File: src/rtl/duck_game_ctrl.sv
// Per-round duck hunt sequencer: lives/score/ammo bookkeeping, duck mode control
// and scope-centre hit detection on each trigger press.
module duck_game_ctrl #(
  parameter int START_LIVES   = 3,
  parameter int MAX_LIVES     = 5,
  parameter int AMMO          = 3,
  parameter int FLY_FRAMES    = 600,
  parameter int HIT_FRAMES    = 30,
  parameter int FALL_FRAMES   = 60,
  parameter int ESCAPE_FRAMES = 60,
  parameter int DUCK_W        = 80,
  parameter int DUCK_H        = 80,
  parameter int SCOPE_OFF     = 30,
  parameter int BONUS_HITS    = 10
) (
  input  logic       Clk,
  input  logic       Reset,
  input  logic       frame_tick,
  input  logic       trigger,
  input  logic [9:0] Scope_X,
  input  logic [9:0] Scope_Y,
  input  logic [9:0] Duck_X,
  input  logic [9:0] Duck_Y,
  output logic [3:0] lives,
  output logic [7:0] score,
  output logic [1:0] ammo,
  output logic [2:0] game_state,
  output logic       duck_active,
  output logic       duck_falling,
  output logic       duck_escaping,
  output logic       respawn,
  output logic       game_over
);

  typedef enum logic [2:0] {
    S_START   = 3'd0,
    S_RESPAWN = 3'd1,
    S_FLY     = 3'd2,
    S_HIT     = 3'd3,
    S_FALL    = 3'd4,
    S_ESCAPE  = 3'd5,
    S_OVER    = 3'd6
  } state_t;

  state_t     state_q, state_d;
  logic [3:0] lives_q, lives_d;
  logic [7:0] score_q, score_d;
  logic [1:0] ammo_q, ammo_d;
  logic [9:0] frame_cnt_q, frame_cnt_d;
  logic       trigger_q;
  logic       duck_active_q, duck_falling_q, duck_escaping_q;
  logic       respawn_q, game_over_q;

  logic        trig_edge;
  logic        timeout;
  logic [9:0]  frame_limit;
  logic [10:0] sx, sy, duck_x_end, duck_y_end;
  logic        hit;
  logic [7:0]  score_inc;
  logic        bonus;

  assign trig_edge = trigger & ~trigger_q;

  // 11-bit arithmetic keeps the box edges from wrapping near the screen edge
  assign sx         = {1'b0, Scope_X} + 11'(SCOPE_OFF);
  assign sy         = {1'b0, Scope_Y} + 11'(SCOPE_OFF);
  assign duck_x_end = {1'b0, Duck_X} + 11'(DUCK_W);
  assign duck_y_end = {1'b0, Duck_Y} + 11'(DUCK_H);
  assign hit = (sx >= {1'b0, Duck_X}) && (sx < duck_x_end) &&
               (sy >= {1'b0, Duck_Y}) && (sy < duck_y_end);

  // Score saturates at 255; once saturated no further bonus lives are granted
  assign score_inc = (score_q == 8'hFF) ? score_q : score_q + 8'd1;
  assign bonus     = (score_q != 8'hFF) &&
                     ((score_inc % 8'(BONUS_HITS)) == 8'd0);

  always_comb begin
    frame_limit = 10'h3FF;
    case (state_q)
      S_FLY:    frame_limit = 10'(FLY_FRAMES - 1);
      S_HIT:    frame_limit = 10'(HIT_FRAMES - 1);
      S_FALL:   frame_limit = 10'(FALL_FRAMES - 1);
      S_ESCAPE: frame_limit = 10'(ESCAPE_FRAMES - 1);
      default:  frame_limit = 10'h3FF;
    endcase
  end

  assign timeout = frame_tick && (frame_cnt_q == frame_limit);

  always_comb begin
    state_d = state_q;
    lives_d = lives_q;
    score_d = score_q;
    ammo_d  = ammo_q;
    case (state_q)
      S_START: begin
        if (trig_edge) state_d = S_RESPAWN;
      end
      S_RESPAWN: begin
        ammo_d  = 2'(AMMO);
        state_d = S_FLY;
      end
      S_FLY: begin
        // A shot in the same cycle as the timeout wins over the timeout
        if (trig_edge && (ammo_q != 2'd0)) begin
          ammo_d = ammo_q - 2'd1;
          if (hit) begin
            state_d = S_HIT;
            score_d = score_inc;
            if (bonus && (lives_q < 4'(MAX_LIVES))) lives_d = lives_q + 4'd1;
          end else if ((ammo_q == 2'd1) || timeout) begin
            state_d = S_ESCAPE;
          end
        end else if (timeout) begin
          state_d = S_ESCAPE;
        end
      end
      S_HIT: begin
        if (timeout) state_d = S_FALL;
      end
      S_FALL: begin
        if (timeout) state_d = S_RESPAWN;
      end
      S_ESCAPE: begin
        if (timeout) state_d = (lives_q == 4'd0) ? S_OVER : S_RESPAWN;
      end
      S_OVER: begin
        if (trig_edge) begin
          state_d = S_RESPAWN;
          lives_d = 4'(START_LIVES);
          score_d = 8'd0;
        end
      end
      default: state_d = S_START;
    endcase

    if ((state_d == S_ESCAPE) && (state_q != S_ESCAPE) && (lives_d != 4'd0))
      lives_d = lives_d - 4'd1;

    if (state_d != state_q)   frame_cnt_d = 10'd0;
    else if (frame_tick)      frame_cnt_d = frame_cnt_q + 10'd1;
    else                      frame_cnt_d = frame_cnt_q;
  end

  // Mode outputs are registered from the next state so they line up with game_state
  always_ff @(posedge Clk) begin
    if (Reset) begin
      state_q         <= S_START;
      lives_q         <= 4'(START_LIVES);
      score_q         <= 8'd0;
      ammo_q          <= 2'(AMMO);
      frame_cnt_q     <= 10'd0;
      trigger_q       <= 1'b0;
      duck_active_q   <= 1'b0;
      duck_falling_q  <= 1'b0;
      duck_escaping_q <= 1'b0;
      respawn_q       <= 1'b0;
      game_over_q     <= 1'b0;
    end else begin
      state_q         <= state_d;
      lives_q         <= lives_d;
      score_q         <= score_d;
      ammo_q          <= ammo_d;
      frame_cnt_q     <= frame_cnt_d;
      trigger_q       <= trigger;
      duck_active_q   <= (state_d == S_FLY) || (state_d == S_HIT) ||
                         (state_d == S_FALL) || (state_d == S_ESCAPE);
      duck_falling_q  <= (state_d == S_FALL);
      duck_escaping_q <= (state_d == S_ESCAPE);
      respawn_q       <= (state_d == S_RESPAWN);
      game_over_q     <= (state_d == S_OVER);
    end
  end

  assign lives         = lives_q;
  assign score         = score_q;
  assign ammo          = ammo_q;
  assign game_state    = state_q;
  assign duck_active   = duck_active_q;
  assign duck_falling  = duck_falling_q;
  assign duck_escaping = duck_escaping_q;
  assign respawn       = respawn_q;
  assign game_over     = game_over_q;

endmodule

File: config.mk
export PLATFORM = sky130hd
export DESIGN_NAME = duck_game_ctrl
export DESIGN_NICKNAME = d
export VERILOG_FILES = /design/src/rtl/duck_game_ctrl.sv
export SDC_FILE = /design/constraint.sdc
export NUM_CORES = 1
export LEC_CHECK = 0
export ABC_CLOCK_PERIOD_IN_PS = 6180
export CAP_MARGIN = 0
export CORE_MARGIN = 2
export CORE_UTILIZATION = 55
export CTS_CLUSTER_DIAMETER = 40
export DETAILED_ROUTE_END_ITERATION = 10
export PLACE_DENSITY = 0.82
export SETUP_SLACK_MARGIN = 0.5
export SYNTH_ARGS = -nofsm -noshare
export SYNTH_HDL_FRONTEND = slang
export SYNTH_SLANG_ARGS = --single-unit
File: constraint.sdc
create_clock -name Clk -period 6.18 [get_ports Clk]
set_clock_uncertainty 0.2 [all_clocks]
set_input_delay 0.927 -clock Clk [delete_from_list [all_inputs] [get_ports Clk]]
set_output_delay 0.927 -clock Clk [all_outputs]
set_load 0.02 [all_outputs]
==> run summary, run 1 <==
hold depth - 2
syn nets - 608
Top FF cell, synth - dfxtp_1
R2R Path End - lives[1]
slowest CP cell - dfxtp_1
count of state elements after synthesis - 33
worst path cell trace - ha_4 > and4_1 > nand3_1 > nand2_1 > ha_1 > nor3_1 > mux2_2 > a41oi_1 > o22a_2 > nor3b_2 > buf_4 > a21oi_1 > ha_1 > o21a_1 > maj3_1 > a21oi_2 > o31ai_4 > nand4_4 > mux2_4 > ha_1 > a31oi_2 > mux2_2
largest area contributor in the netlist - dfxtp_1
Hold Vio Cnt, Final - 0
status - finished, final reports clean
drt wl/cell - 14.5 um
RSZ-0062 raised after global routing - false
slew margin rel. - 57.8%
FF-to-FF Start - score[1]
antenna violations before repair - 0
TritonRoute pass-1 iters - 6
final wirelength - 9840 um
DP Area - 4750 um2
Worst VDD drop - 78.1 uV
startpoint types - flip-flop
period utilization - 88.5%
Worst Tran Pin Value - 0.632 ns
# diodes - 0
Reg clk slew, reported paths - 0.07 ns
fin worst setup slack - 0.713 ns
number of global-route vias before repair - 3692
Total Nets Final - 671
Area growth syn-to-layout - 22.2%
Synth top area share - 16.5%
Initial Util - 55.9%
Hold Startpoint - score[4]
maxcap violations - 0
fin. max-slew vios - 0
Yosys cell types - 75
gr busiest metal - met2
post-DP HPWL - 7670 um
met2 global-route usage - 42.2%
overall routing resource usage - 24.3%
Setup violations, final - 0
CP endpoint kind - flip-flop
die area - 8000 um2
ys async rst share - 0%
die width - 89.4 um
via count - 4102
fillcell total - 576
Max Root-Sink Buffers - 2
CP max stage delay - 0.47 ns
Core ar. - 7180 um2
LEAKAGE - 2.03 nW
P per Cell Area - 120 nW/um2
grt total ovfl - 0
H-Tree Depth - 2
CTS tree - yes
Worst Path Required - 6.17 ns
Register Area - 663 um2
Hold Path Class - flip-flop to flip-flop
Max Clk Rate - 183 MHz
Port Buf Inserts - 65
Hold Crit Endpoint - score[4]
number of flops mapped to enable cells by yosys - 0
TritonCTS Sinks - 33
final setup TNS - 0 ns
Cell Rows - 31
critical path class - flip-flop to flip-flop
met1 Track Usage GR - 30.1%
total power consumption of the routed design - 590 uW
Worst R2R Setup Slack - 0.71 ns
CP most frequent cell - ha_1
root buf cell - clkbuf_8
GPL Wtd Cong - 0.906
crit path DAT - 5.46 ns
die height - 89.4 um
Final Cell Area - 4900 um2
residual DRC count - 0
share of layout cells above drive strength 1 - 9.48%
cells after synthesis - 516
top cells by area, synth - dfxtp_1 (16%), ha_1 (15%), xor2_1 (4.4%)
Synth warnings - 0
Synth Cell Area - 4010 um2
CP max FO - 8
pre-CTS WS - 0.268 ns
Iteration-0 DRC Markers - 244
pin count of the biggest net entering global routing - 27
Ports - 66
post-layout minimum cycle time - 5.47 ns
CTS buffer count - 5
Vias per Instance - 6.04
Final ANT Viol Nets - 0
Seq/Total Area, Yosys - 16.5%
clk_lat worst skew - 0.30 ns
first-pass GRT wire length - 15900 um
met3 Use GR - 4.99%
footprint of the multi-input gates - 3150 um2
Worst Reg-to-Reg Cells - 22
Post-Syn Area per Cell - 7.78 um2
[how the worst max path moves through the flow]
stage / from / endpoint / slack, ns / cells past startpoint
2_1_floorplan: score[0] / lives[1] / 0.90 / 20
3_3_place_gp: Scope_Y[1] / lives[1] / 0.45 / 19
3_5_place_dp: Scope_Y[2] / lives[1] / 0.27 / 19
4_1_cts: score[0] / lives[1] / 0.55 / 20
5_1_grt: Scope_Y[1] / lives[1] / 0.52 / 19
6_report: score[1] / lives[1] / 0.71 / 22
[metal layers]
layer | share of wire, % | vias to the layer above
li1 | - | 2019
met5 | 0 | -
met3 | 6.3 | 33
met4 | 2.3 | 0
met1 | 43 | 1880
met2 | 48 | 170
[kinds of logic after synthesis]
kind of cell | Yosys count | share of synthesized area (%)
and+or+nand+nor | 192 | 27.0
AOI/OAI and AO/OA | 129 | 23.1
buffers and inverters | 62 | 6.30
adders and majority gates | 49 | 15.2
xor gates and xnor gates | 38 | 8.29
DFF | 33 | 16.5
muxes | 13 | 3.62
[placed cells by master (no fill, tap or decap), drive strengths merged, types with 3 or more instances in the layout]
cell,instances
a21o,9
a2111oi,5
o31ai,5
a211o,3
nor2,31
clkbuf,5
ha,48
nand2b,8
xnor2,18
xor2,20
mux2,6
a31oi,5
a211oi,9
and2,7
nor3,14
nand4,14
and3,10
o21ai,28
nor3b,5
a21oi,32
o2111ai,3
clkdlybuf4s50,65
or3,7
nor4,10
o21a,8
inv,44
mux2i,7
buf,9
nor2b,13
or4,6
and4,4
dfxtp,33
nand3,15
nand2,38
o211ai,3
[cells in the mapped netlist (3+ instances only)]
library cell,count
mux2_2,4
and2_1,6
o31ai_1,4
nor4_1,9
o21ai_0,24
buf_2,4
nand3_1,15
a21o_1,7
nor3_1,14
o21ai_1,4
and3_1,10
a31oi_1,4
mux2i_1,7
xnor2_1,18
nand4_1,12
o2111ai_1,3
or3_1,7
o211ai_1,3
a21oi_1,30
or4_1,6
xor2_1,20
inv_1,44
nand2_1,37
ha_1,48
o21a_1,8
nor2b_1,13
nor2_1,31
nor3b_1,4
nand2b_1,8
and4_1,4
clkbuf_1,12
a211oi_1,8
dfxtp_1,33
[critical path: cells and delay by family (launching register included)]
kind / cells / cell delay (ns)
fa+ha+maj: 5 / 1.34
compound gates: 7 / 1.26
flops: 1 / 0.47
simple gates: 6 / 0.95
buf+inv: 1 / 0.18
mux: 3 / 0.97
[final cells by class]
| cell class | instances | share of cell area, % |
|---|---|---|
| Sequential cell | 33 | 13.5 |
| Tap cell | 99 | 2.53 |
| Inverter | 44 | 3.37 |
| Multi-Input combinational cell | 421 | 64.2 |
| Clock inverter | 3 | 0.357 |
| Timing Repair Buffer | 74 | 14.6 |
| Clock buffer | 5 | 1.40 |
[registers in the layout (all words and copies together) (netlist names)]
| register | cells |
|---|---|
| frame_cnt_q | 10 |
| score | 8 |
| lives | 4 |
| game_state | 3 |
| ammo | 2 |
| duck_active | 1 |
| duck_escaping | 1 |
| duck_falling | 1 |
| game_over | 1 |
| respawn | 1 |
| trigger_q | 1 |
[stage by stage]
stage | cells | util (%) | hold slack, ns
6_report | 679 | 68.4 | 0.338
5_1_grt | 679 | 68.4 | 0.367
4_1_cts | 677 | 67.6 | 0.363
3_5_place_dp | 669 | 66.2 | 0.341
3_3_place_gp | 669 | 66.2 | 0.338
2_1_floorplan | 516 | - | 0.327
[where the power goes]
group          internal (mW)  switching, mW
sequential             0.218        0.00903
clock                 0.0776         0.0824
combinational         0.0977          0.106
total                  0.393          0.197
[what timing repair did]
action | in CTS | in global routing
gates cloned | 0 | 0
hold endpoints to repair | 0 | 0
hold buffers | 0 | 0
endpoints found under the setup margin | 1 | 5
resized for setup | 1 | 10
pin swaps | 0 | 2
setup buffers | 0 | 2
(Power assumes the default switching activity.)
==> inputs of run 2 (changes only) <==
--- a/config.mk
+++ b/config.mk
@@ -5,13 +5,13 @@
 export SDC_FILE = /design/constraint.sdc
 export NUM_CORES = 1
 export LEC_CHECK = 0
-export ABC_CLOCK_PERIOD_IN_PS = 6180
+export ABC_CLOCK_PERIOD_IN_PS = 6500
 export CAP_MARGIN = 0
 export CORE_MARGIN = 2
-export CORE_UTILIZATION = 55
+export CORE_UTILIZATION = 59
 export CTS_CLUSTER_DIAMETER = 40
 export DETAILED_ROUTE_END_ITERATION = 10
-export PLACE_DENSITY = 0.82
+export PLACE_DENSITY = 0.87
 export SETUP_SLACK_MARGIN = 0.5
 export SYNTH_ARGS = -nofsm -noshare
 export SYNTH_HDL_FRONTEND = slang
==> constraint.sdc (replaced) <==
create_clock -name Clk -period 6.5 [get_ports Clk]
set_clock_uncertainty 0.2 [all_clocks]
set_input_delay 0.975 -clock Clk [delete_from_list [all_inputs] [get_ports Clk]]
set_output_delay 0.975 -clock Clk [all_outputs]
set_load 0.02 [all_outputs]
==> run summary, run 2 (synthesis gave the netlist of run 1 again) <==
CTS tree - yes (unchanged)
Combinational Power Share - 30.9% (was 34.5%)
met1 Track Usage GR - 31.0% (was 30.1%)
final setup TNS - 0 ns (unchanged)
most frequent cells in the layout - clkdlybuf4s50_1 (65), ha_1 (47), inv_1 (44) (unchanged)
P per Cell Area - 123 nW/um2 (was 120 nW/um2)
overall routing resource usage - 25.9% (was 24.3%)
slowest CP cell - or4_1 (was dfxtp_1)
Max Root-Sink Buffers - 2 (unchanged)
Final Cell Area - 4850 um2 (was 4900 um2)
TritonRoute pass-1 iters - 6 (unchanged)
number of global-route vias before repair - 3835 (was 3692)
worst path cell trace - clkdlybuf4s50_1 > inv_1 > ha_1 > nand2_1 > and2_1 > nand2_1 > xnor2_1 > ha_1 > o21a_1 > o211ai_1 > a2111oi_0 > nor2_1 > or4_1 > nor4bb_1 > nand4_4 > mux2_4 > ha_1 > a31oi_1 > mux2_2 (was ha_4 > and4_1 > nand3_1 > nand2_1 > ha_1 > nor3_1 > mux2_2 > a41oi_1 > o22a_2 > nor3b_2 > buf_4 > a21oi_1 > ha_1 > o21a_1 > maj3_1 > a21oi_2 > o31ai_4 > nand4_4 > mux2_4 > ha_1 > a31oi_2 > mux2_2)
H-Tree Depth - 2 (unchanged)
# diodes - 0 (unchanged)
Finished Layout Cells - 655 (was 679)
CP most frequent cell - ha_1 (unchanged)
most common cell after layout, fill and taps aside - clkdlybuf4s50_1 (unchanged)
Worst Tran Pin Value - 0.957 ns (was 0.632 ns)
Iteration-0 DRC Markers - 351 (was 244)
period utilization - 87.2%
Final ANT Viol Nets - 0 (unchanged)
Worst R2R Setup Slack - 0.86 ns (was 0.71 ns)
CP max stage delay - 0.58 ns (was 0.47 ns)
Buf+Inv Stages, Crit Path - 2 (was 1)
Worst Reg-to-Reg Cells - 20 (was 22)
Fin Hold WS - 0.370 ns (was 0.338 ns)
Hold Vio Cnt, Final - 0 (unchanged)
Reg clk slew, reported paths - 0.07 ns (about the same)
CP endpoint kind - flip-flop (unchanged)
fin. max-slew vios - 0 (unchanged)
Max Clk Rate - 176 MHz
root buf cell - clkbuf_8 (unchanged)
Port Buf Inserts - 65 (unchanged)
Cell Rows - 30 (was 31)
pre-CTS WS - 0.485 ns (was 0.268 ns)
maxcap violations - 0 (unchanged)
via count - 4070 (was 4102)
R2R Path End - lives[1] (unchanged)
status - finished, final reports clean (unchanged)
die area - 7480 um2 (was 8000 um2)
RSZ-0062 raised after global routing - false (unchanged)
total power consumption of the routed design - 598 uW (was 590 uW)
number of flip-flops in the largest register - 10 (unchanged)
Worst Path Required - 6.48 ns (was 6.17 ns)
clk_lat worst skew - 0.28 ns (was 0.30 ns)
CP max FO - 4 (was 8)
met2 global-route usage - 48.4% (was 42.2%)
DP Cell Count - 644 (was 669)
post-layout minimum cycle time - 5.67 ns
die height - 86.5 um (was 89.4 um)
share of layout cells above drive strength 1 - 7.65% (was 9.48%)
GPL Wtd Cong - 0.948 (was 0.906)
CP top delay family - simple AND/OR/NAND/NOR gates (was adder cells)
Vias per Instance - 6.21 (was 6.04)
Setup violations, final - 0 (unchanged)
gr busiest metal - met2 (unchanged)
Core ar. - 6680 um2 (was 7180 um2)
final wirelength - 9640 um (was 9840 um)
Worst VDD drop - 70.0 uV (was 78.1 uV)
Area growth syn-to-layout - 20.8% (was 22.2%)
fillcell total - 551 (was 576)
Final Core Density - 72.5% (was 68.4%)
CTS buffer count - 5 (unchanged)
residual DRC count - 0 (unchanged)
fin worst setup slack - 0.830 ns (was 0.713 ns)
Seq pwr share - 36.0% (was 38.4%)
Sw Share - 29.9% (was 33.4%)
Total Nets Final - 666 (was 671)
LEAKAGE - 2.02 nW (was 2.03 nW)
die width - 86.5 um (was 89.4 um)
Hold Startpoint - score[1] (was score[4])
drt wl/cell - 14.7 um (was 14.5 um)
TritonCTS Sinks - 33 (unchanged)
FF-to-FF Start - score[0] (was score[1])
critical path class - input port to flip-flop (was flip-flop to flip-flop)
Most flops, register - frame_cnt_q (unchanged)
post-DP HPWL - 7530 um (was 7670 um)
Psw - 179 uW (was 197 uW)
grt total ovfl - 0 (unchanged)
Ports - 66 (unchanged)
first-pass GRT wire length - 16300 um (was 15900 um)
hold depth - 2 (unchanged)
antenna violations before repair - 0 (unchanged)
slew margin rel. - 36.0% (was 57.8%)
crit path DAT - 5.65 ns (was 5.46 ns)
DP Area - 4680 um2 (was 4750 um2)
Power Internal - 419 uW (was 393 uW)
pin count of the biggest net entering global routing - 27 (unchanged)
startpoint types - input port (was flip-flop)
Clock power frac - 33.1% (was 27.1%)
Initial Util - 60.1% (was 55.9%)
Hold Path Class - flip-flop to flip-flop (unchanged)
met3 Use GR - 3.24% (was 4.99%)
Hold Crit Endpoint - score[1] (was score[4])
## run 2: worst max-delay path by stage
stage,endpoint,start,depth (start not counted),slack [ns]
floorplan,lives[1],score[0],20,1.22
global placement,lives[1],Scope_Y[2],15,0.62
detailed placement,lives[1],Scope_Y[2],15,0.49
CTS,lives[1],score[0],20,0.76
global route,lives[1],Scope_Y[1],19,0.51
finish,lives[1],Scope_Y[1],19,0.83
## run 2: routing by layer
metal,wire length (um),vias up
met5,0,-
met4,131,0
met3,521,16
met2,4880,169
met1,4110,1880
li1,-,2005
## run 2: power by group through the flow
stage / Combinational [mW] / Sequential, mW / Clock, mW
6_report: 0.185 / 0.215 / 0.198
5_1_grt: 0.208 / 0.216 / 0.209
4_1_cts: 0.184 / 0.215 / 0.200
3_5_place_dp: 0.183 / 0.220 / 0
3_3_place_gp: 0.175 / 0.219 / 0
2_1_floorplan: 0.115 / 0.219 / 0
## run 2: final cells by class
type                    instances  area, um2  area share, %
clock buffers                   7       86.3           1.78
clock inverters                 1       30.0          0.620
repair buffers                 69        681           14.0
multi-input cells             421       3120           64.5
flip-flops and latches         33        661           13.6
well taps                      80        100           2.07
inverters                      44        165           3.41
## run 2: tightest hold or removal path: cells and delay by family (launching register included)
kind,cells,cell delay (ns)
AOI/OAI and AO/OA,2,0.16
DFF,1,0.37
## run 2: timing repair
item                       CTS  global route
hold buffers                 0             0
setup endpoints to repair    0             2
resized for setup            0             4
setup buffers                0             3
